[config.mk]
export PLATFORM = sky130hd
export DESIGN_NAME = vertex_sequencer
export DESIGN_NICKNAME = d
export VERILOG_FILES = /design/src/rtl/graphics_type_pkg.sv /design/src/rtl/vertex_sequencer_bank.sv /design/src/rtl/vertex_sequencer.sv
export SDC_FILE = /design/constraint.sdc
export NUM_CORES = 1
export LEC_CHECK = 0
export ABC_AREA = 1
export CAP_MARGIN = 20
export CORE_MARGIN = 2
export CORE_UTILIZATION = 35
export DETAILED_ROUTE_END_ITERATION = 10
export PLACE_DENSITY_LB_ADDON = 0.08
export SYNTH_ARGS = -nofsm -noshare
export SYNTH_HDL_FRONTEND = slang
export SYNTH_SLANG_ARGS = --single-unit
[constraint.sdc]
create_clock -name clk -period 1.8 [get_ports clk]
set_input_delay 0.36 -clock clk [delete_from_list [all_inputs] [get_ports clk]]
set_output_delay 0.36 -clock clk [all_outputs]
set_load 0.005 [all_outputs]
[src/rtl/graphics_type_pkg.sv]
// graphics_type: vertex types shared across the 3D pipeline.
//   vertex_3d_t - model-space vertex (x, y, z), signed 16-bit each
//   vertex_2d_t - projected screen vertex (x, y), signed 16-bit each
package graphics_type;

  typedef struct packed {
    logic signed [15:0] x;
    logic signed [15:0] y;
    logic signed [15:0] z;
  } vertex_3d_t;

  typedef struct packed {
    logic signed [15:0] x;
    logic signed [15:0] y;
  } vertex_2d_t;

endpackage

[src/rtl/vertex_sequencer_bank.sv]
// vertex_bank: double-buffered 2D vertex store.
//   clk, rst           - clock, synchronous active-high reset (zeroes both banks)
//   front_sel          - bank currently shown to the rasterizer
//   wr_en/wr_idx/wr_vert - write port, always into the back bank (!front_sel)
//   rd_idx/rd_vert     - combinational read from the front bank
module vertex_bank
  import graphics_type::*;
#(
  parameter int NUM_VERTS = 8,
  parameter int IDX_W     = 3
) (
  input  logic             clk,
  input  logic             rst,
  input  logic             front_sel,
  input  logic             wr_en,
  input  logic [IDX_W-1:0] wr_idx,
  input  vertex_2d_t       wr_vert,
  input  logic [IDX_W-1:0] rd_idx,
  output vertex_2d_t       rd_vert
);

  vertex_2d_t mem_q [2][NUM_VERTS];
  vertex_2d_t mem_d [2][NUM_VERTS];

  // The front bank can never be the write target, so the rasterizer view
  // stays stable for the whole frame.
  always_comb begin
    mem_d = mem_q;
    if (wr_en) mem_d[~front_sel][wr_idx] = wr_vert;
  end

  always_ff @(posedge clk) begin
    if (rst) begin
      for (int b = 0; b < 2; b++)
        for (int i = 0; i < NUM_VERTS; i++)
          mem_q[b][i] <= '0;
    end else begin
      mem_q <= mem_d;
    end
  end

  assign rd_vert = mem_q[front_sel][rd_idx];

endmodule

[src/rtl/vertex_sequencer.sv]
// vertex_sequencer: shares one rotate+project transform unit across all model
// vertices. A frame pulse accepted in IDLE latches model/angles, swaps banks
// if a finished batch is waiting, and issues vertices 0..NUM_VERTS-1. Results
// (any order, tagged by index) land in the back bank; done pulses after the
// last one.
//   frame, model_sel_in, angle_*_in    - frame start and requested setup
//   cfg_model_select, vtx_rd_idx/data  - scene_objects read side
//   xf_in_*, xf_ready, xf_angle_*      - transform issue side
//   xf_out_valid/idx/vert              - transform results
//   rd_idx/rd_vert                     - rasterizer front-bank read
//   busy, done, overrun                - status (overrun sticky until rst)
module vertex_sequencer
  import graphics_type::*;
#(
  parameter int NUM_VERTS = 8,
  parameter int IDX_W     = 3
) (
  input  logic                clk,
  input  logic                rst,
  input  logic                frame,
  input  logic [1:0]          model_sel_in,
  input  logic signed [15:0]  angle_x_in,
  input  logic signed [15:0]  angle_y_in,
  input  logic signed [15:0]  angle_z_in,
  output logic [1:0]          cfg_model_select,
  output logic [IDX_W-1:0]    vtx_rd_idx,
  input  vertex_3d_t          vtx_rd_data,
  output logic                xf_in_valid,
  input  logic                xf_ready,
  output vertex_3d_t          xf_in_vert,
  output logic [IDX_W-1:0]    xf_in_idx,
  output logic signed [15:0]  xf_angle_x,
  output logic signed [15:0]  xf_angle_y,
  output logic signed [15:0]  xf_angle_z,
  input  logic                xf_out_valid,
  input  logic [IDX_W-1:0]    xf_out_idx,
  input  vertex_2d_t          xf_out_vert,
  input  logic [IDX_W-1:0]    rd_idx,
  output vertex_2d_t          rd_vert,
  output logic                busy,
  output logic                done,
  output logic                overrun
);

  localparam logic [1:0] S_IDLE  = 2'd0;
  localparam logic [1:0] S_ISSUE = 2'd1;
  localparam logic [1:0] S_DRAIN = 2'd2;

  localparam logic [IDX_W-1:0] LAST_IDX = IDX_W'(NUM_VERTS - 1);
  localparam logic [IDX_W:0]   ALL_WR   = (IDX_W + 1)'(NUM_VERTS);

  logic [1:0]         state_q, state_d;
  logic [IDX_W-1:0]   issue_cnt_q, issue_cnt_d;
  logic [IDX_W:0]     wr_cnt_q, wr_cnt_d;
  logic               front_sel_q, front_sel_d;
  logic               back_valid_q, back_valid_d;
  logic               done_q, done_d;
  logic               overrun_q, overrun_d;
  logic [1:0]         model_q, model_d;
  logic signed [15:0] ang_x_q, ang_x_d, ang_y_q, ang_y_d, ang_z_q, ang_z_d;
  logic               wr_en;

  assign busy        = (state_q != S_IDLE);
  assign xf_in_valid = (state_q == S_ISSUE);
  assign vtx_rd_idx  = issue_cnt_q;
  assign xf_in_idx   = issue_cnt_q;
  assign xf_in_vert  = vtx_rd_data;

  // Results arriving while idle belong to no batch and are dropped.
  assign wr_en = xf_out_valid && busy;

  always_comb begin
    state_d      = state_q;
    issue_cnt_d  = issue_cnt_q;
    wr_cnt_d     = wr_cnt_q;
    front_sel_d  = front_sel_q;
    back_valid_d = back_valid_q;
    model_d      = model_q;
    ang_x_d      = ang_x_q;
    ang_y_d      = ang_y_q;
    ang_z_d      = ang_z_q;
    done_d       = 1'b0;
    overrun_d    = overrun_q;

    if (wr_en) wr_cnt_d = wr_cnt_q + 1'b1;
    // A frame while busy is refused; the running batch carries on untouched.
    if (frame && busy) overrun_d = 1'b1;

    case (state_q)
      S_IDLE: if (frame) begin
        model_d = model_sel_in;
        ang_x_d = angle_x_in;
        ang_y_d = angle_y_in;
        ang_z_d = angle_z_in;
        if (back_valid_q) begin
          front_sel_d  = ~front_sel_q;
          back_valid_d = 1'b0;
        end
        issue_cnt_d = '0;
        wr_cnt_d    = '0;
        state_d     = S_ISSUE;
      end
      S_ISSUE: if (xf_ready) begin
        issue_cnt_d = issue_cnt_q + 1'b1;
        if (issue_cnt_q == LAST_IDX) state_d = S_DRAIN;
      end
      // Looking at the next count lets done land the cycle after the final
      // writeback, with busy dropping in that same cycle.
      S_DRAIN: if (wr_cnt_d == ALL_WR) begin
        done_d       = 1'b1;
        back_valid_d = 1'b1;
        state_d      = S_IDLE;
      end
      default: state_d = S_IDLE;
    endcase
  end

  always_ff @(posedge clk) begin
    if (rst) begin
      state_q      <= S_IDLE;
      issue_cnt_q  <= '0;
      wr_cnt_q     <= '0;
      front_sel_q  <= 1'b0;
      back_valid_q <= 1'b0;
      done_q       <= 1'b0;
      overrun_q    <= 1'b0;
      model_q      <= '0;
      ang_x_q      <= '0;
      ang_y_q      <= '0;
      ang_z_q      <= '0;
    end else begin
      state_q      <= state_d;
      issue_cnt_q  <= issue_cnt_d;
      wr_cnt_q     <= wr_cnt_d;
      front_sel_q  <= front_sel_d;
      back_valid_q <= back_valid_d;
      done_q       <= done_d;
      overrun_q    <= overrun_d;
      model_q      <= model_d;
      ang_x_q      <= ang_x_d;
      ang_y_q      <= ang_y_d;
      ang_z_q      <= ang_z_d;
    end
  end

  assign cfg_model_select = model_q;
  assign xf_angle_x       = ang_x_q;
  assign xf_angle_y       = ang_y_q;
  assign xf_angle_z       = ang_z_q;
  assign done             = done_q;
  assign overrun          = overrun_q;

  vertex_bank #(.NUM_VERTS(NUM_VERTS), .IDX_W(IDX_W)) u_bank (
    .clk      (clk),
    .rst      (rst),
    .front_sel(front_sel_q),
    .wr_en    (wr_en),
    .wr_idx   (xf_out_idx),
    .wr_vert  (xf_out_vert),
    .rd_idx   (rd_idx),
    .rd_vert  (rd_vert)
  );

endmodule

; Yosys cells after proc, flatten, opt, wreduce, memory -nomap -nowiden
; Index checks and enable logic that the tools add are counted.
[classes]
muxes = 26
n_addsub = 2
order_cmp = 6
eq_ne = 8
reduce_logical = 14
n_bitwise = 6
[ops]
columns = operator, n
row1 = 256-bit 2-to-1 mux, 4
row2 = 512-bit bitwise mux, 1
row3 = 256-bit demux with 1-bit select, 1
row4 = 32-bit binary-select mux with 3-bit select, 1
row5 = 32-bit demux with 3-bit select, 1
row6 = 32-bit 2-to-1 mux, 3
row7 = 4-bit 2-to-1 mux, 3
row8 = 3-bit AND reduction, 3
row9 = "4-bit >= comparator, second input constant", 2
row10 = 2-bit 2-to-1 mux, 4
row11 = 3-bit inverter with 4-bit output, 2
row12 = 3-bit 2-to-1 mux, 2
row13 = 2-bit one-hot mux with 3 select lines, 1
row14 = 3-bit one-hot mux with 2 select lines, 1
row15 = 2-bit nonzero test, 3
row16 = "4-bit by 1-bit adder with 4-bit output, second input constant", 1
row17 = "4-bit == test, second input constant", 1
row18 = "2-bit >= comparator, second input constant", 2
row19 = 1-bit logical AND, 4
row20 = "4-bit by 1-bit < comparator with 1-bit output, second input constant", 1
row21 = "2-bit by 1-bit inequality test with 1-bit output, second input constant", 2
row22 = "2-bit inequality test, second input constant", 2
row23 = 1-bit inverter with 2-bit output, 2
row24 = 4-bit AND reduction, 1
row25 = other kinds (11), 14
[word_totals]
output_inout_bits = 140
elab_cells = 105
ff_bits = 575
input_bits = 141

; Logic depth before layout (Yosys ltp)
[depth]
depth_word = 8
mapped_depth = 11
ltp_nobuf = 9

; Modules after synthesis
; A second synthesis with hierarchy kept.
[unflattened]
hier_cells = 4141
hier_area_um2 = 26718.1
[modules_own_cells]
columns = mod, cells_each, seq_area_each_um2, instances, area_each_um2
row1 = vertex_bank, 3793, 10249.8, 1, 24015.5
row2 = vertex_sequencer, 348, 1261.2, 1, 2702.6

; Least setup slack after synthesis
; Ideal clock, no wire load.
[synth_timing]
path_kind = flip-flop to output port
from = register front_sel_q
to = output port rd_vert[23] (netlist bit)
slack_ps = 131
path_buffers = 4
t_required_ps = 1440
arrival_time_ps = 1309
stages_incl_launch_ff = 12
cell_sequence = dfxtp_1 buf_6 buf_8 inv_8 buf_12 buf_6 nor2_1 nor2_1 o21ai_0 o21ai_1 o211ai_1 nand2_1
[synth_lines]
columns = item, line
row1 = from (decl), vertex_sequencer.sv:55  ; logic front_sel_q, front_sel_d;
row2 = from (signal assigned), vertex_sequencer.sv:135  ; front_sel_q <= front_sel_d;
row3 = to (decl), vertex_sequencer.sv:39  ; output vertex_2d_t rd_vert,

==> metrics.md <==
| Metric | Value |
|---|---|
| Antenna violations before repair | 3 |
| Count of H-tree levels built during CTS | 3 |
| Number of vias after detailed routing | 25,800 |
| Final estimated routing congestion in global placement | 0.817 |
| Share of layout cells above drive strength 1 | 0.161 |
| TritonCTS Buffers | 68 |
| Worst setup slack after layout | -967 ps |
| Biggest area consumer among synthesized cells | sky130_fd_sc_hd__dfxtp_1 |
| DR iter-0 viols | 2,563 |
| Count of pins on the block boundary | 281 |
| Buffers on Ports | 184 |
| CTS tree | done |
| Post-placement cell count | 4,608 |
| Startpoint types | flip-flop |
| Congestion Overflow GR | 0 |
| Maximum number of pins on one net before global-route repair | 55 |
| Portion of synthesized cell area occupied by the leading cell type | 0.457 |
| Count of non-filler cells in the finished layout | 4,825 |
| Horizontal die dimension | 272 um |
| Violated checks | negative setup slack |
| Filler cell count in the final layout | 7,056 |
| Worst-case headroom to the max-slew limit | 0.689 |
| Core footprint | 71,400 um^2 |
| Hold Crit Class | input port to flip-flop |
| Cell Pwr Density | 867 nW/um^2 |
| Final max-slew violation count | 0 |
| Antenna-violating nets left | 0 |
| Final period util | 1.54 |
| Post-synth top cells | 1,519 x sky130_fd_sc_hd__nor2_1, 716 x sky130_fd_sc_hd__o21ai_0, 575 x sky130_fd_sc_hd__dfxtp_1, 167 x sky130_fd_sc_hd__clkbuf_1, 143 x sky130_fd_sc_hd__o21ai_1 |
| Final non-filler cell area | 33,800 um^2 |
| Portion of the post-synthesis area used by sequential elements | 0.457 |
| Endpoint arrival time on the critical path | 2410 ps |
| Total of flip-flops plus latches after synthesis | 575 |
| Num rows | 98 |
| Placed Instance Area | 29,200 um^2 |
| Final Core Density | 0.474 |
| Clock transition at the register clock pins on the worst setup and hold paths after CTS | 50 ps |
| All-Layer GR Usage | 0.276 |
| Height of the die | 272 um |
| Maximum clock path buffer count | 3 |
| Run status | finished, violations left |
| Total power | 29.3 mW |
| Number of distinct library cells after synthesis | 31 |
| Router iterations before antenna repair | 5 |
| Maximum fanout along the worst path | 15 |
| Vias in the first global route | 24,500 |
| Area enclosed by the die boundary | 74,200 um^2 |
| Clock Skew | 15.2 ps |
| Final routed DRC violation total | 0 |
| Net total in the final layout | 3,965 |
| Number of instances in the synthesized netlist | 3,601 |
| Library cell with the highest instance count after synthesis | sky130_fd_sc_hd__nor2_1 |
| Synth warnings | 0 |
| Number of max-cap violations | 0 |
| Half-perimeter wire length after placement | 61,000 um |
| Start-to-end type of the worst setup path | flip-flop to primary output |
| Clock Latency Late Sink | 610 ps |
| FMAX | 361 MHz |
| Final setup vio count | 566 |
| Unrepaired setup endpoints after global routing | true |
| Clock sinks | 575 |
| Final Hold Violating Endpoints | 0 |
| Max VDD drop | 0.000688 V |
| Slew @ Worst Pin | 465 ps |
| Starting density of the core | 0.353 |
| Final min period | 2770 ps |
| Global-route wire length before repair | 156,000 um |
| Final wirelength | 106,000 um |
| Avg Vias per Cell | 5.35 |
| Area Growth Syn to Fin | 34.2% |
| Leakage power figure | 14.5 nW |
| Buffer type at the clock tree root | sky130_fd_sc_hd__clkbuf_16 |
| Worst EP required | 1440 ps |
| Combined flip-flop and latch cell area | 11,500 um^2 |
| Total area of multi-input combinational cells | 12,100 um^2 |
| CP Capture Type | primary output |
| Synth area leaders | sky130_fd_sc_hd__dfxtp_1 46%, sky130_fd_sc_hd__nor2_1 23%, sky130_fd_sc_hd__o21ai_0 14% |
| Mean Syn Cell Area | 7.00 um^2 |
| WL per Instance | 22.0 um |
| Post-synth net total | 3,745 |
| Area of the mapped netlist | 25,200 um^2 |
| Number of flops mapped to enable cells by yosys | 0 |
| Commonest register cell after synthesis | sky130_fd_sc_hd__dfxtp_1 |
| Async set or reset register ratio after synthesis | 0 |
-- worst paths after layout --
kind / startpoint / end / slack (ps) / cells after the start
worst max-delay path: front_sel_q$_SDFFE_PP0P_ / rd_vert[21] / -970 / 10
worst min-delay path: angle_x_in[1] / xf_angle_x[1]$_SDFFE_PP0P_ / 380 / 3
worst max register to register: front_sel_q$_SDFFE_PP0P_ / u_bank.mem_q[324]$_SDFFE_PP0P_ / -450 / 13
worst min register to register: vtx_rd_idx[0]$_SDFFE_PP0P_ / vtx_rd_idx[0]$_SDFFE_PP0P_ / 470 / 1
-- flip-flops by register name (all words and copies together), names as in the netlist --
signal	count
state_q	2
xf_angle_z	16
overrun	1
u_bank.mem_q	512
done	1
vtx_rd_idx	3
wr_cnt_q	4
xf_angle_x	16
front_sel_q	1
cfg_model_select	2
back_valid_q	1
xf_angle_y	16
-- repair_timing --
action / CTS / global route
hold buffers: 0 / 0
cloned: 36 / 9
endpoints found under the setup margin: 349 / 600
pin swaps: 97 / 62
gates resized for setup: 410 / 100
buffers inserted: 41 / 8
-- cell type report --
type	count	share of cell area
Multi-Input combinational cell	2633	0.358
Sequential cell	575	0.341
Timing Repair Buffer	502	0.191
Clock buffer	108	0.0623
Tap cell	950	0.0351
Inverter	37	0.00570
Clock inverter	13	0.00433
Timing Repair inverter	4	0.00215
Antenna cell	3	0.000222
-- layout by cell type (no fill, tap or decap), types with 28 or more instances in the layout --
cell type	synthesis	routed
sky130_fd_sc_hd__buf_12	1	105
sky130_fd_sc_hd__buf_16	0	30
sky130_fd_sc_hd__buf_4	87	140
sky130_fd_sc_hd__buf_6	12	31
sky130_fd_sc_hd__clkbuf_16	0	82
sky130_fd_sc_hd__clkdlybuf4s50_1	0	144
sky130_fd_sc_hd__dfxtp_1	575	571
sky130_fd_sc_hd__nand2_1	56	45
sky130_fd_sc_hd__nand3_1	36	36
sky130_fd_sc_hd__nor2_1	1519	1425
sky130_fd_sc_hd__nor2_2	0	79
sky130_fd_sc_hd__nor2_4	13	28
sky130_fd_sc_hd__o211ai_1	128	128
sky130_fd_sc_hd__o21ai_0	716	607
sky130_fd_sc_hd__o21ai_1	143	229
-- where the power goes --
group | switching (mW) | total [mW] | internal (mW)
combinational | 1.30 | 2.28 | 0.976
sequential | 0.107 | 13.0 | 12.9
clock | 5.59 | 14.0 | 8.44
total | 7.00 | 29.3 | 22.3
-- metrics by stage --
| step | hold slack, ps | setup TNS (ps) | setup slack, ps |
|---|---|---|---|
| floorplan | 429 | 0 | 131 |
| global placement | 457 | -144090 | -698 |
| detailed placement | 465 | -149300 | -645 |
| CTS | 342 | -138930 | -999 |
| global route | 362 | -192670 | -1070 |
| finish | 378 | -136920 | -967 |
-- critical path, stage by stage, from the launching register on --
cell	delay [ps]
sky130_fd_sc_hd__dfxtp_4	400
sky130_fd_sc_hd__buf_16	230
sky130_fd_sc_hd__inv_12	110
sky130_fd_sc_hd__nor2_1	100
sky130_fd_sc_hd__nor2_1	40
sky130_fd_sc_hd__o21ai_1	70
sky130_fd_sc_hd__o21ai_1	100
sky130_fd_sc_hd__o211ai_1	310
sky130_fd_sc_hd__buf_4	180
sky130_fd_sc_hd__nand2_2	90
sky130_fd_sc_hd__buf_2	150
-- cells by family after synthesis --
group / share of synthesized area
AOI/OAI and AO/OA: 0.212
DFF: 0.457
xor gates and xnor gates: 0.000348
adders and majority gates: 0.00149
buffers and inverters: 0.0802
and+or+nand+nor: 0.250
-- routing by layer --
layer  vias to the layer above  wire, um  global-route usage
met5                         -         0                   0
met4                         0      3640              0.0998
met3                       179      7810              0.0457
met2                      1063     48400               0.443
met1                     12400     46500               0.371
li1                      12200         -                   -
(Power assumes the default switching activity.)
